$ cat config.mk
export PLATFORM = sky130hd
export DESIGN_NAME = rx_lock_sequencer_flat
export DESIGN_NICKNAME = d
export VERILOG_FILES = /design/src/rtl/rx_lock_sequencer_pkg.sv /design/src/rtl/rx_lock_sequencer_if.sv /design/src/rtl/rx_lock_sequencer_qual.sv /design/src/rtl/rx_lock_sequencer.sv /design/src/flat_wrapper.sv
export SDC_FILE = /design/constraint.sdc
export NUM_CORES = 1
export LEC_CHECK = 0
export CAP_MARGIN = 20
export CORE_ASPECT_RATIO = 1.2
export CORE_MARGIN = 2
export CORE_UTILIZATION = 55
export DETAILED_ROUTE_END_ITERATION = 10
export PLACE_DENSITY = 0.88
export REMOVE_ABC_BUFFERS = 1
export SYNTH_ARGS = -nofsm -noshare
export SYNTH_HDL_FRONTEND = slang
export SYNTH_SLANG_ARGS = --single-unit
export TNS_END_PERCENT = 100
$ cat constraint.sdc
create_clock -name clk_32M768 -period 6.4 [get_ports clk_32M768]
set_input_delay 1.6 -clock clk_32M768 [delete_from_list [all_inputs] [get_ports clk_32M768]]
set_output_delay 1.6 -clock clk_32M768 [all_outputs]
set_load 0.02 [all_outputs]
$ cat src/rtl/rx_lock_sequencer_pkg.sv
// rtl/rx_lock_sequencer_pkg.sv - state encodings and default loop-gain constants for the Rx lock sequencer
package rx_lock_sequencer_pkg;

  typedef enum logic [2:0] {
    ST_IDLE    = 3'd0,
    ST_ACQ     = 3'd1,
    ST_TRACK   = 3'd2,
    ST_LOCKED  = 3'd3,
    ST_RECEIVE = 3'd4,
    ST_RESYNC  = 3'd5
  } rx_state_e;

  localparam int         DEF_ERR_W        = 16;
  localparam logic [3:0] DEF_ACQ_FB_SHIFT = 4'd3;
  localparam logic [3:0] DEF_TRK_FB_SHIFT = 4'd7;
  localparam logic [3:0] DEF_ACQ_GD_SHIFT = 4'd2;
  localparam logic [3:0] DEF_TRK_GD_SHIFT = 4'd5;
  localparam int         DEF_LOCK_SYMS    = 256;
  localparam int         DEF_LOSS_SYMS    = 64;
  localparam int         DEF_TIMEOUT_SYMS = 8192;

endpackage

$ cat src/rtl/rx_lock_sequencer_if.sv
// rtl/rx_lock_sequencer_if.sv - loop-error inputs, frame handshake and loop-control outputs of the lock sequencer
interface rx_lock_sequencer_if #(
  parameter int ERR_W = 16
);

  logic                    sym_ce;
  logic                    enable;
  logic signed [ERR_W-1:0] costas_err;
  logic signed [ERR_W-1:0] gardner_err;
  logic        [ERR_W-1:0] lock_thresh;
  logic                    SD_flag;
  logic                    data_tvalid;
  logic                    data_tlast;
  logic        [3:0]       feedback_shift;
  logic        [3:0]       gardner_shift;
  logic                    loop_rst;
  logic        [2:0]       rx_state;
  logic                    locked;
  logic                    rx_gate;
  logic                    timeout_pulse;
  logic        [7:0]       relock_count;

  modport slave (
    input  sym_ce, enable, costas_err, gardner_err, lock_thresh,
           SD_flag, data_tvalid, data_tlast,
    output feedback_shift, gardner_shift, loop_rst, rx_state,
           locked, rx_gate, timeout_pulse, relock_count
  );

  modport master (
    output sym_ce, enable, costas_err, gardner_err, lock_thresh,
           SD_flag, data_tvalid, data_tlast,
    input  feedback_shift, gardner_shift, loop_rst, rx_state,
           locked, rx_gate, timeout_pulse, relock_count
  );

endinterface

$ cat src/rtl/rx_lock_sequencer_qual.sv
// rtl/rx_lock_sequencer_qual.sv - per-symbol error qualification with good/bad run counters
module rx_lock_sequencer_qual #(
  parameter int ERR_W     = 16,
  parameter int CNT_W     = 14,
  parameter int LOCK_SYMS = 256,
  parameter int LOSS_SYMS = 64
) (
  input  logic                    clk,
  input  logic                    rst_n,
  input  logic                    i_sym_ce,
  input  logic                    i_clear,
  input  logic signed [ERR_W-1:0] i_costas_err,
  input  logic signed [ERR_W-1:0] i_gardner_err,
  input  logic        [ERR_W-1:0] i_lock_thresh,
  output logic                    o_lock_hit,
  output logic                    o_loss_hit
);

  localparam logic [CNT_W-1:0] LOCK_C  = CNT_W'(LOCK_SYMS);
  localparam logic [CNT_W-1:0] LOSS_C  = CNT_W'(LOSS_SYMS);
  localparam logic [CNT_W-1:0] CNT_MAX = '1;

  logic [CNT_W-1:0] r_good_cnt;
  logic [CNT_W-1:0] r_bad_cnt;
  logic [ERR_W-1:0] w_abs_costas;
  logic [ERR_W-1:0] w_abs_gardner;
  logic             w_good;
  logic [CNT_W-1:0] w_good_inc;
  logic [CNT_W-1:0] w_bad_inc;

  // The most negative code has no positive twin, so it clamps to the largest positive value.
  function automatic logic [ERR_W-1:0] abs_sat(input logic signed [ERR_W-1:0] x);
    logic [ERR_W-1:0] r;
    if (x == {1'b1, {(ERR_W-1){1'b0}}})
      r = {1'b0, {(ERR_W-1){1'b1}}};
    else if (x[ERR_W-1])
      r = $unsigned(-x);
    else
      r = $unsigned(x);
    return r;
  endfunction

  assign w_abs_costas  = abs_sat(i_costas_err);
  assign w_abs_gardner = abs_sat(i_gardner_err);
  assign w_good        = (w_abs_costas < i_lock_thresh) && (w_abs_gardner < i_lock_thresh);
  assign w_good_inc    = (r_good_cnt == CNT_MAX) ? r_good_cnt : r_good_cnt + 1'b1;
  assign w_bad_inc     = (r_bad_cnt == CNT_MAX) ? r_bad_cnt : r_bad_cnt + 1'b1;
  assign o_lock_hit    = i_sym_ce && w_good && (w_good_inc >= LOCK_C);
  assign o_loss_hit    = i_sym_ce && !w_good && (w_bad_inc >= LOSS_C);

  always_ff @(posedge clk or negedge rst_n) begin
    if (!rst_n) begin
      r_good_cnt <= '0;
      r_bad_cnt  <= '0;
    end else if (i_clear) begin
      r_good_cnt <= '0;
      r_bad_cnt  <= '0;
    end else if (i_sym_ce) begin
      if (w_good) begin
        r_good_cnt <= w_good_inc;
        r_bad_cnt  <= '0;
      end else begin
        r_good_cnt <= '0;
        r_bad_cnt  <= w_bad_inc;
      end
    end
  end

endmodule

$ cat src/rtl/rx_lock_sequencer.sv
// rtl/rx_lock_sequencer.sv - acquisition/track/lock FSM scheduling Costas and Gardner loop gains
module rx_lock_sequencer
  import rx_lock_sequencer_pkg::*;
#(
  parameter int         ERR_W        = DEF_ERR_W,
  parameter logic [3:0] ACQ_FB_SHIFT = DEF_ACQ_FB_SHIFT,
  parameter logic [3:0] TRK_FB_SHIFT = DEF_TRK_FB_SHIFT,
  parameter logic [3:0] ACQ_GD_SHIFT = DEF_ACQ_GD_SHIFT,
  parameter logic [3:0] TRK_GD_SHIFT = DEF_TRK_GD_SHIFT,
  parameter int         LOCK_SYMS    = DEF_LOCK_SYMS,
  parameter int         LOSS_SYMS    = DEF_LOSS_SYMS,
  parameter int         TIMEOUT_SYMS = DEF_TIMEOUT_SYMS
) (
  input logic                clk_32M768,
  input logic                rst_n_32M768,
  rx_lock_sequencer_if.slave bus
);

  localparam int               CNT_W     = $clog2(TIMEOUT_SYMS + 1);
  localparam logic [CNT_W-1:0] TIMEOUT_C = CNT_W'(TIMEOUT_SYMS);
  localparam logic [CNT_W-1:0] CNT_MAX   = '1;

  rx_state_e        r_state;
  rx_state_e        w_next;
  logic [CNT_W-1:0] r_sym_cnt;
  logic [CNT_W-1:0] w_sym_inc;
  logic [3:0]       r_fb_shift;
  logic [3:0]       r_gd_shift;
  logic             r_loop_rst;
  logic             r_locked;
  logic             r_rx_gate;
  logic             r_timeout;
  logic [7:0]       r_relock_cnt;
  logic             w_q_clear;
  logic             w_sym_clear;
  logic             w_timeout_sel;
  logic             w_lock_hit;
  logic             w_loss_hit;
  logic             w_timeout_hit;
  logic             w_narrow;

  rx_lock_sequencer_qual #(
    .ERR_W     (ERR_W),
    .CNT_W     (CNT_W),
    .LOCK_SYMS (LOCK_SYMS),
    .LOSS_SYMS (LOSS_SYMS)
  ) u_qual (
    .clk           (clk_32M768),
    .rst_n         (rst_n_32M768),
    .i_sym_ce      (bus.sym_ce),
    .i_clear       (w_q_clear),
    .i_costas_err  (bus.costas_err),
    .i_gardner_err (bus.gardner_err),
    .i_lock_thresh (bus.lock_thresh),
    .o_lock_hit    (w_lock_hit),
    .o_loss_hit    (w_loss_hit)
  );

  assign w_sym_inc     = (r_sym_cnt == CNT_MAX) ? r_sym_cnt : r_sym_cnt + 1'b1;
  assign w_timeout_hit = bus.sym_ce && (r_state == ST_ACQ || r_state == ST_TRACK) &&
                         (w_sym_inc >= TIMEOUT_C);

  // Lock is tested before timeout so a run completing on the last allowed symbol still locks.
  always_comb begin
    w_next        = r_state;
    w_q_clear     = 1'b0;
    w_timeout_sel = 1'b0;
    if (!bus.enable) begin
      w_next    = ST_IDLE;
      w_q_clear = 1'b1;
    end else begin
      case (r_state)
        ST_IDLE: begin
          w_next    = ST_ACQ;
          w_q_clear = 1'b1;
        end
        ST_ACQ: begin
          if (w_lock_hit) begin
            w_next    = ST_TRACK;
            w_q_clear = 1'b1;
          end else if (w_timeout_hit) begin
            w_next        = ST_RESYNC;
            w_timeout_sel = 1'b1;
          end
        end
        ST_TRACK: begin
          if (w_loss_hit) begin
            w_next = ST_RESYNC;
          end else if (w_lock_hit) begin
            w_next = ST_LOCKED;
          end else if (w_timeout_hit) begin
            w_next        = ST_RESYNC;
            w_timeout_sel = 1'b1;
          end
        end
        ST_LOCKED: begin
          if (w_loss_hit)       w_next = ST_RESYNC;
          else if (bus.SD_flag) w_next = ST_RECEIVE;
        end
        ST_RECEIVE: begin
          if (w_loss_hit)                              w_next = ST_RESYNC;
          else if (bus.data_tvalid && bus.data_tlast)  w_next = ST_LOCKED;
        end
        ST_RESYNC: begin
          w_next    = ST_ACQ;
          w_q_clear = 1'b1;
        end
        default: begin
          w_next    = ST_IDLE;
          w_q_clear = 1'b1;
        end
      endcase
    end
  end

  assign w_sym_clear = (w_next == ST_IDLE) || (w_next == ST_ACQ && r_state != ST_ACQ);
  assign w_narrow    = (w_next == ST_TRACK) || (w_next == ST_LOCKED) || (w_next == ST_RECEIVE);

  always_ff @(posedge clk_32M768 or negedge rst_n_32M768) begin
    if (!rst_n_32M768) begin
      r_state      <= ST_IDLE;
      r_sym_cnt    <= '0;
      r_fb_shift   <= ACQ_FB_SHIFT;
      r_gd_shift   <= ACQ_GD_SHIFT;
      r_loop_rst   <= 1'b0;
      r_locked     <= 1'b0;
      r_rx_gate    <= 1'b0;
      r_timeout    <= 1'b0;
      r_relock_cnt <= '0;
    end else begin
      r_state    <= w_next;
      r_fb_shift <= w_narrow ? TRK_FB_SHIFT : ACQ_FB_SHIFT;
      r_gd_shift <= w_narrow ? TRK_GD_SHIFT : ACQ_GD_SHIFT;
      r_loop_rst <= (w_next == ST_RESYNC) || (r_state == ST_IDLE && w_next == ST_ACQ);
      r_locked   <= (w_next == ST_LOCKED) || (w_next == ST_RECEIVE);
      r_rx_gate  <= (w_next == ST_RECEIVE);
      r_timeout  <= w_timeout_sel;
      if (w_sym_clear)
        r_sym_cnt <= '0;
      else if (bus.sym_ce && (r_state == ST_ACQ || r_state == ST_TRACK))
        r_sym_cnt <= w_sym_inc;
      if (w_next == ST_RESYNC && r_relock_cnt != 8'hFF)
        r_relock_cnt <= r_relock_cnt + 8'd1;
    end
  end

  assign bus.rx_state       = r_state;
  assign bus.feedback_shift = r_fb_shift;
  assign bus.gardner_shift  = r_gd_shift;
  assign bus.loop_rst       = r_loop_rst;
  assign bus.locked         = r_locked;
  assign bus.rx_gate        = r_rx_gate;
  assign bus.timeout_pulse  = r_timeout;
  assign bus.relock_count   = r_relock_cnt;

endmodule
$ cat src/flat_wrapper.sv
// flat-port wrapper written by rule: the top's interface ports become plain ports
module rx_lock_sequencer_flat import rx_lock_sequencer_pkg::*;
#(
  parameter int         ERR_W        = DEF_ERR_W,
  parameter logic [3:0] ACQ_FB_SHIFT = DEF_ACQ_FB_SHIFT,
  parameter logic [3:0] TRK_FB_SHIFT = DEF_TRK_FB_SHIFT,
  parameter logic [3:0] ACQ_GD_SHIFT = DEF_ACQ_GD_SHIFT,
  parameter logic [3:0] TRK_GD_SHIFT = DEF_TRK_GD_SHIFT,
  parameter int         LOCK_SYMS    = DEF_LOCK_SYMS,
  parameter int         LOSS_SYMS    = DEF_LOSS_SYMS,
  parameter int         TIMEOUT_SYMS = DEF_TIMEOUT_SYMS
)
  (clk_32M768, rst_n_32M768, bus_sym_ce, bus_enable, bus_costas_err, bus_gardner_err, bus_lock_thresh, bus_SD_flag, bus_data_tvalid, bus_data_tlast, bus_feedback_shift, bus_gardner_shift, bus_loop_rst, bus_rx_state, bus_locked, bus_rx_gate, bus_timeout_pulse, bus_relock_count);
  rx_lock_sequencer_if #(.ERR_W(ERR_W)) bus_i ();
  input logic clk_32M768;
  input logic rst_n_32M768;
  input wire logic [$bits(bus_i.sym_ce)-1:0] bus_sym_ce;
  input wire logic [$bits(bus_i.enable)-1:0] bus_enable;
  input wire logic [$bits(bus_i.costas_err)-1:0] bus_costas_err;
  input wire logic [$bits(bus_i.gardner_err)-1:0] bus_gardner_err;
  input wire logic [$bits(bus_i.lock_thresh)-1:0] bus_lock_thresh;
  input wire logic [$bits(bus_i.SD_flag)-1:0] bus_SD_flag;
  input wire logic [$bits(bus_i.data_tvalid)-1:0] bus_data_tvalid;
  input wire logic [$bits(bus_i.data_tlast)-1:0] bus_data_tlast;
  output wire logic [$bits(bus_i.feedback_shift)-1:0] bus_feedback_shift;
  output wire logic [$bits(bus_i.gardner_shift)-1:0] bus_gardner_shift;
  output wire logic [$bits(bus_i.loop_rst)-1:0] bus_loop_rst;
  output wire logic [$bits(bus_i.rx_state)-1:0] bus_rx_state;
  output wire logic [$bits(bus_i.locked)-1:0] bus_locked;
  output wire logic [$bits(bus_i.rx_gate)-1:0] bus_rx_gate;
  output wire logic [$bits(bus_i.timeout_pulse)-1:0] bus_timeout_pulse;
  output wire logic [$bits(bus_i.relock_count)-1:0] bus_relock_count;
  assign bus_i.sym_ce = bus_sym_ce;
  assign bus_i.enable = bus_enable;
  assign bus_i.costas_err = bus_costas_err;
  assign bus_i.gardner_err = bus_gardner_err;
  assign bus_i.lock_thresh = bus_lock_thresh;
  assign bus_i.SD_flag = bus_SD_flag;
  assign bus_i.data_tvalid = bus_data_tvalid;
  assign bus_i.data_tlast = bus_data_tlast;
  assign bus_feedback_shift = bus_i.feedback_shift;
  assign bus_gardner_shift = bus_i.gardner_shift;
  assign bus_loop_rst = bus_i.loop_rst;
  assign bus_rx_state = bus_i.rx_state;
  assign bus_locked = bus_i.locked;
  assign bus_rx_gate = bus_i.rx_gate;
  assign bus_timeout_pulse = bus_i.timeout_pulse;
  assign bus_relock_count = bus_i.relock_count;
  rx_lock_sequencer #(.ERR_W(ERR_W), .ACQ_FB_SHIFT(ACQ_FB_SHIFT), .TRK_FB_SHIFT(TRK_FB_SHIFT), .ACQ_GD_SHIFT(ACQ_GD_SHIFT), .TRK_GD_SHIFT(TRK_GD_SHIFT), .LOCK_SYMS(LOCK_SYMS), .LOSS_SYMS(LOSS_SYMS), .TIMEOUT_SYMS(TIMEOUT_SYMS)) u_core (.clk_32M768(clk_32M768), .rst_n_32M768(rst_n_32M768), .bus(bus_i));
endmodule
==> results of run 1 <==
[through the flow]
stage                util  setup slack [ns]  total power [W]  TNS [ns]
floorplan               -            -0.416         0.000495     -2.47
global placement    0.681            -0.194         0.000586     -2.08
detailed placement  0.681            -0.366         0.000597     -9.59
CTS                 0.704            0.0632         0.000944         0
global route        0.712          -0.00438         0.000996  -0.00438
finish              0.712             0.215         0.000954         0
[how the worst max path moves through the flow]
stage / to / slack [ns] / depth (start not counted)
6_report: u_core.u_qual.r_good_cnt[5] / 0.22 / 18
5_1_grt: u_core.bus.relock_count[2] / -0.004 / 20
4_1_cts: u_core.u_qual.r_good_cnt[5] / 0.06 / 17
3_5_place_dp: u_core.u_qual.r_good_cnt[0] / -0.37 / 17
3_3_place_gp: u_core.u_qual.r_good_cnt[5] / -0.19 / 17
2_1_floorplan: u_core.u_qual.r_good_cnt[0] / -0.42 / 16
[kinds of logic after synthesis]
logic type                 after synthesis
muxes                                    5
adders and majority gates               36
xor gates and xnor gates                51
AOI/OAI and AO/OA                      124
other                                    2
buffers and inverters                   62
and+or+nand+nor                        289
DFF                                     59
[timing repair]
action,CTS,global route
hold buffers,0,0
pin swaps,0,8
setup endpoints to repair,5,52
setup buffers,0,1
resized for setup,1,19
[flip-flops by register name, summed over array words and instances, names as in the netlist]
signal and flops:
u_core.bus.locked 1, u_core.bus.gardner_shift 2, u_core.bus.relock_count 8, u_core.r_sym_cnt 14, u_core.bus.loop_rst 1, u_core.bus.rx_state 3, u_core.u_qual.r_bad_cnt 14, u_core.bus.rx_gate 1
u_core.u_qual.r_good_cnt 14, u_core.bus.timeout_pulse 1
[worst register-to-register path: stages, from the launching register on]
cell      delay [ns]
dfrtp_1         0.39
ha_1            0.32
and3_1          0.20
and4_1          0.26
mux2_2          0.35
nor4_1          0.39
o211ai_1        0.29
a31o_2          0.32
a311o_1         0.36
a41o_1          0.25
or3_4           0.39
nor2_2          0.14
[layout make-up]
type | count | area share
multi-input combinational | 509 | 0.522
sequential | 59 | 0.232
timing repair buffer | 121 | 0.172
tap | 120 | 0.0236
clock buffer | 9 | 0.0194
inverter | 33 | 0.0194
clock inverter | 7 | 0.0122
[power breakdown]
group / internal (W) / switching, W
Sequential: 0.000374 / 0.00000235
Clock: 0.000182 / 0.000171
Combinational: 0.000104 / 0.000120
Total: 0.000661 / 0.000293
[routing by layer]
| metal | part of all wire | global-route usage | up-vias |
|---|---|---|---|
| met3 | 0.052 | 0.0341 | 26 |
| met5 | 0 | 0 | - |
| met4 | 0.017 | 0.0920 | 0 |
| met1 | 0.39 | 0.302 | 2471 |
| li1 | - | - | 2449 |
| met2 | 0.54 | 0.513 | 213 |
[cells in the mapped netlist (4+ instances only)]
library cell,number,share of area
o21ai_0,26,0.026
a21oi_1,32,0.032
and3_1,8,0.010
and4_1,4,0.0070
and2_1,11,0.014
or3_1,10,0.013
nand3_1,27,0.027
o211ai_1,9,0.014
nand3b_1,4,0.0060
o31ai_1,8,0.012
nor4_1,9,0.011
nor3_1,28,0.028
a31oi_1,4,0.0050
nor2_2,6,0.0075
nor2_1,56,0.042
or4_1,5,0.0075
clkbuf_1,15,0.011
a211oi_1,12,0.018
nand2b_1,8,0.010
inv_1,32,0.024
buf_4,7,0.011
ha_1,36,0.090
xor2_1,34,0.060
o21a_1,4,0.0060
a21o_1,4,0.0060
nand4_1,11,0.014
xnor2_1,16,0.028
nor2b_1,6,0.0075
dfrtp_1,58,0.29
nand2_1,82,0.062
==> key figures, run 1 <==
Global routing
  • Wire length of the first global-routing pass: 21.9 mm
  • Grt ovf: 0
  • Total track usage: 0.267
  • Number of antenna violations at the first check in global routing: 0
  • Vias in the first global route: roughly 5000
  • Largest net degree at the start of global routing: 60

STA
  • Rel. slew slack: 0.458
  • Worst hold margin: 0.499 ns
  • Worst setup skew after layout: about 0.012 ns
  • Clock period minus worst slack: slightly above 6 ns
  • Final hold violation count: 0
  • Slew of the pin with the lowest slew margin: around 0.8 ns
  • Final Slew Violations: 0
  • Final setup violation count: 0
  • Final period util: 0.966
  • Max frequency: around 160 MHz

Setup path
  • Worst path buffer plus inverter count: 2
  • Startpoint type of the worst setup path: input pin
  • Crit-path most repeated cell: or3_4
  • Cell Chain, Critical Path: clkdlybuf4s50_1 -> or3_1 -> or4_4 -> or3_4 -> or3_4 -> o21ai_1 -> o21ai_1 -> ha_1 -> nand4_1 -> a21oi_1 -> a2111o_1 -> a221o_1 -> buf_6 -> a31o_2 -> a311o_1 -> a41o_1 -> or3_4 -> nor2_2
  • Worst path required time: 6.68 ns
  • Peak fanout along the critical path: 8
  • R2r endpoint: u_core.u_qual.r_good_cnt[5]
  • Critical path startpoint: bus_gardner_err[4]
  • Setup slack, reg-to-reg: 2.67 ns
  • Type of the worst setup path: in2reg
  • Largest stage delay, worst path: 0.50 ns
  • Cell with the biggest individual delay on the critical path: or4_4
  • Length in cells of the worst reg-to-reg path: 11
  • Endpoint class of the critical path: flop
  • Arrival time of data at the critical path endpoint: 6.46 ns
  • Critical R2R Launch: u_core.u_qual.r_bad_cnt[0]
  • Largest delay contributor family on the critical path: simple AND/OR/NAND/NOR gates

Final layout
  • Relative area change from synthesis to final layout: 27.4%
  • Combined area of the multi-input logic cells: roughly 3300 um^2
  • Share of layout cells above drive strength 1: 0.133
  • Final net count: 824
  • Commonest non-fill, non-tap cells in the layout: nand2_1 (81), clkdlybuf4s50_1 (72), dfrtp_1 (58)
  • Most frequent standard cell in the layout excluding fill and tap cells: nand2_1
  • Antenna Diode Count: 0
  • Total area of sequential cells: between 1000 and 1500 um^2
  • Non-Filler Cell Area, Final: about 6400 um^2
  • Filler-free cell count of the finished design: about 860
  • Number of fill cells in the layout: between 600 and 700

Drt
  • Count of routing violations after the opening detailed-route iteration: approximately 410
  • Vias: about 5200
  • DRC violations left: 0
  • Number of routed nets with antenna violations: 0
  • Wirelength, routed: about 13 mm
  • Drt via density: between 6 and 7
  • DRT Pass-1 Iters: 6
  • WL per Instance: between 15 and 20 um

Yosys
  • Post-synthesis area per instance: approximately 8.0 um^2
  • Synthesized instance count: between 600 and 700
  • Sequential area share after synthesis: 0.296
  • Post-synth cell types: 70
  • Warnings, synthesis: 0
  • Multiplexer fraction of the synthesized cell area: 0.0108
  • Async set-or-reset flop fraction in the synthesized netlist: 1.00
  • Post-synth EDFFs: 0
  • Largest family of logic cells by synthesized area: simple AND/OR/NAND/NOR gates
  • Main synth FF type: dfrtp_1
  • Post-Synth Simple-Gate Area: 0.293
  • Xor/xnor cell area share of the yosys netlist: 0.0909
  • Syn Std Cell Area: 5000 um^2
  • Flop and latch count out of synthesis: between 50 and 60
  • Compound-gate portion of the synthesized area: 0.164
  • Adder and majority cell fraction of the synthesized area: 0.0901

Power
  • Peak supply drop: about 0.000093 V
  • Ratio of total power to cell area: about 150 nW/um^2
  • Leakage power of the design: around 2.8 nW

Run
  • Number of maximum-capacitance violations: 0

Clock tree
  • Clock slew seen by the registers of the worst setup and hold paths: approximately 0.08 ns
  • CTS tree: done
  • Level count of the clock H-tree: 3
  • Clk root buf: clkbuf_8
  • Total CTS buffers: 9
  • Clock tree buffer depth: 2
  • Later-pin clock latency in the skew report: ~0.36 ns
  • Number of clock sinks: 59

Place
  • Standard cell area after detailed placement: between 6000 and 7000 um^2
  • Placed Cells incl. Taps: 841
  • DPL Wire Length: roughly 9.7 mm
  • Count of buffers from port buffering: 73
  • Placer's final routability congestion estimate: approximately 0.9

Die
  • Overall die height: around 110 um
  • Floorplan die area: between 9000 and 10000 um^2
  • Effective utilization at floorplan: 0.559
  • Number of top-level design ports: 78
  • Core area: 8940 um^2
  • Num rows: 38
  • Die X-Extent: about 90 um

Hold path
  • End point of the most critical hold path: u_core.bus.relock_count[6]
  • Worst hold path depth: 1
  • Path type of the worst min-delay path: reg2reg
  • Worst Min Path Start: u_core.bus.relock_count[6]

Outcome
  • Status: completed
No activity file was read; power rests on OpenSTA's default activity.
==> inputs of run 2 (changes only) <==
--- a/config.mk
+++ b/config.mk
@@ -9,9 +9,11 @@
 export CORE_ASPECT_RATIO = 1.2
 export CORE_MARGIN = 2
 export CORE_UTILIZATION = 55
+export CTS_BUF_LIST = sky130_fd_sc_hd__clkbuf_2
 export DETAILED_ROUTE_END_ITERATION = 10
 export PLACE_DENSITY = 0.88
 export REMOVE_ABC_BUFFERS = 1
+export SKIP_LAST_GASP = 1
 export SYNTH_ARGS = -nofsm -noshare
 export SYNTH_HDL_FRONTEND = slang
 export SYNTH_SLANG_ARGS = --single-unit
==> constraint.sdc (replaced) <==
create_clock -name clk_32M768 -period 6.6 [get_ports clk_32M768]
set_input_delay 1.65 -clock clk_32M768 [delete_from_list [all_inputs] [get_ports clk_32M768]]
set_output_delay 1.65 -clock clk_32M768 [all_outputs]
set_load 0.02 [all_outputs]
==> key figures, run 2 (same netlist as run 1, synthesis figures left out) <==
Outcome
  • Status: completed

STA
  • Clock period minus worst slack: around 6.3 ns
  • Final hold violation count: 0
  • Rel. slew slack: 0.436
  • Worst setup skew after layout: around 0.040 ns
  • Setup repair after global routing missed its margin: false
  • Final Slew Violations: 0
  • Max frequency: 158 MHz
  • Final period util: 0.959
  • Slew of the pin with the lowest slew margin: between 0.8 and 0.9 ns
  • Final setup violation count: 0
  • Final total negative setup slack: 0 ns

Final layout
  • Largest registers: u_core.r_sym_cnt x14, u_core.u_qual.r_bad_cnt x14, u_core.u_qual.r_good_cnt x14
  • Final Util: 0.679
  • Relative area change from synthesis to final layout: 21.4%
  • Most frequent standard cell in the layout excluding fill and tap cells: nand2_1
  • Share of layout cells above drive strength 1: 0.0879
  • Number of fill cells in the layout: between 700 and 800
  • Commonest non-fill, non-tap cells in the layout: nand2_1 (82), clkdlybuf4s50_1 (72), dfrtp_1 (58)
  • Antenna Diode Count: 0
  • Final net count: about 800
  • Filler-free cell count of the finished design: between 800 and 900

Clock tree
  • Clk root buf: clkbuf_2
  • Clock slew seen by the registers of the worst setup and hold paths: 0.18 ns
  • Number of gates resized after CTS: 0
  • Total CTS buffers: 9
  • Clock tree buffer depth: 2
  • Number of clock sinks: ~60
  • CTS tree: done
  • Cts-stage hold buffer count: 0
  • Later-pin clock latency in the skew report: between 0.5 and 0.6 ns
  • Number of post-CTS setup repair buffers: 0
  • Level count of the clock H-tree: 3

Drt
  • Number of routed nets with antenna violations: 0
  • DRT Pass-1 Iters: 5
  • Vias: ~5000
  • Wirelength, routed: roughly 12 mm
  • WL per Instance: 14.9 um
  • Count of routing violations after the opening detailed-route iteration: 340
  • DRC violations left: 0
  • Drt via density: 5.96

Place
  • Count of buffers from port buffering: 73
  • Placed Cells incl. Taps: just over 800
  • DPL Wire Length: ~9.4 mm
  • Placer's final routability congestion estimate: a little under 0.9

Run
  • Number of maximum-capacitance violations: 0

Global routing
  • Grt ovf: 0
  • Wire length of the first global-routing pass: 21.3 mm
  • Vias in the first global route: approximately 5000
  • Number of antenna violations at the first check in global routing: 0
  • Total track usage: 0.260
  • Largest net degree at the start of global routing: 60

Setup path
  • Arrival time of data at the critical path endpoint: 6.78 ns
  • Type of the worst setup path: in2reg
  • Startpoint type of the worst setup path: input pin
  • Worst path required time: just over 7 ns
  • Endpoint class of the critical path: flop
  • Peak fanout along the critical path: 12

Hold path
  • Path type of the worst min-delay path: reg2reg

Power
  • Leakage power of the design: around 2.6 nW
  • Internal power summed over all cells: ~0.00058 W
  • Ratio of total power to cell area: 138 nW/um^2
  • Total Power Consumption: 0.000838 W
  • Proportion of total power due to net switching: 0.308
  • Relative contribution of the clock network to total power: 0.322
  • Sequential cell fraction of total power: 0.436
  • Peak supply drop: 0.0000839 V
  • Logic pwr share: 0.242
  • Power spent charging and discharging nets: between 0.0002 and 0.0003 W

Die
  • Core area: 8940 um^2
  • Num rows: 38
  • Effective utilization at floorplan: 0.559
  • Floorplan die area: 9870 um^2
  • Overall die height: about 110 um
  • Number of top-level design ports: just under 80
  • Die X-Extent: 91.0 um
-- run 2: cell types whose count changed in the layout (fill, tap and decap cells not counted), sizes merged --
| cell | previous run | this run |
|---|---|---|
| clkinvlp | 1 | 0 |
| bufinv | 1 | 2 |
| inv | 33 | 32 |
| buf | 49 | 28 |
| clkbuf | 9 | 10 |
-- run 2: cell type report --
class                      count  area, um^2  area share
timing repair buffer         100         928       0.153
tap                          120         150      0.0247
sequential                    59        1480       0.244
clock buffer                  10        50.0     0.00825
multi-input combinational    509        3260       0.537
clock inverter                 6        81.3      0.0134
inverter                      33         124      0.0204
-- run 2: through the flow --
step	worst slack, ns	hold WS (ns)	cell area [um^2]
2_1_floorplan	-0.266	0.503	4860
3_3_place_gp	-0.0493	0.475	5940
3_5_place_dp	-0.185	0.482	5940
4_1_cts	0.331	0.507	6070
5_1_grt	0.0236	0.518	6070
6_report	0.274	0.506	6070
-- run 2: path summary, 6_finish.rpt --
kind                       slack (ns)                  startpoint                           to  cells after the start
hold reg to reg                  0.51  u_core.bus.relock_count[6]   u_core.bus.relock_count[6]                      1
max in group asynchronous        4.85                rst_n_32M768  u_core.u_qual.r_good_cnt[4]                      2
hold / removal                   0.51  u_core.bus.relock_count[6]   u_core.bus.relock_count[6]                      1
setup / recovery                 0.27           bus_costas_err[3]  u_core.u_qual.r_good_cnt[4]                     18
min in group asynchronous        1.24                rst_n_32M768  u_core.u_qual.r_good_cnt[9]                      2
setup reg to reg                 2.90  u_core.u_qual.r_bad_cnt[0]  u_core.u_qual.r_good_cnt[4]                     11
-- run 2: metal layers --
layer	share of wire	global-route usage	vias to the layer above
met5	0	0	-
met4	0.023	0.109	0
met3	0.050	0.0397	25
met2	0.53	0.481	183
met1	0.40	0.297	2373
li1	-	-	2404
-- run 2: power by group through the flow --
stage / Sequential [W] / Clock (W) / Combinational, W
final: 0.000365 / 0.000269 / 0.000203
after global routing: 0.000366 / 0.000283 / 0.000227
after detailed placement: 0.000372 / 0 / 0.000199
after CTS: 0.000365 / 0.000269 / 0.000201
after floorplan: 0.000372 / 0 / 0.000107
after global placement: 0.000372 / 0 / 0.000190
-- run 2: critical path, stage by stage --
cell	delay [ns]
clkdlybuf4s50_1	0.45
nor3_1	0.30
nand2_1	0.11
or4_1	0.44
nor4_1	0.22
buf_4	0.18
nand2_1	0.23
o211ai_1	0.21
ha_1	0.28
a211oi_1	0.24
o21ai_0	0.12
or3_1	0.33
a221o_1	0.36
or3_1	0.38
a311o_1	0.38
a41o_1	0.22
or3_1	0.49
nor2_2	0.15
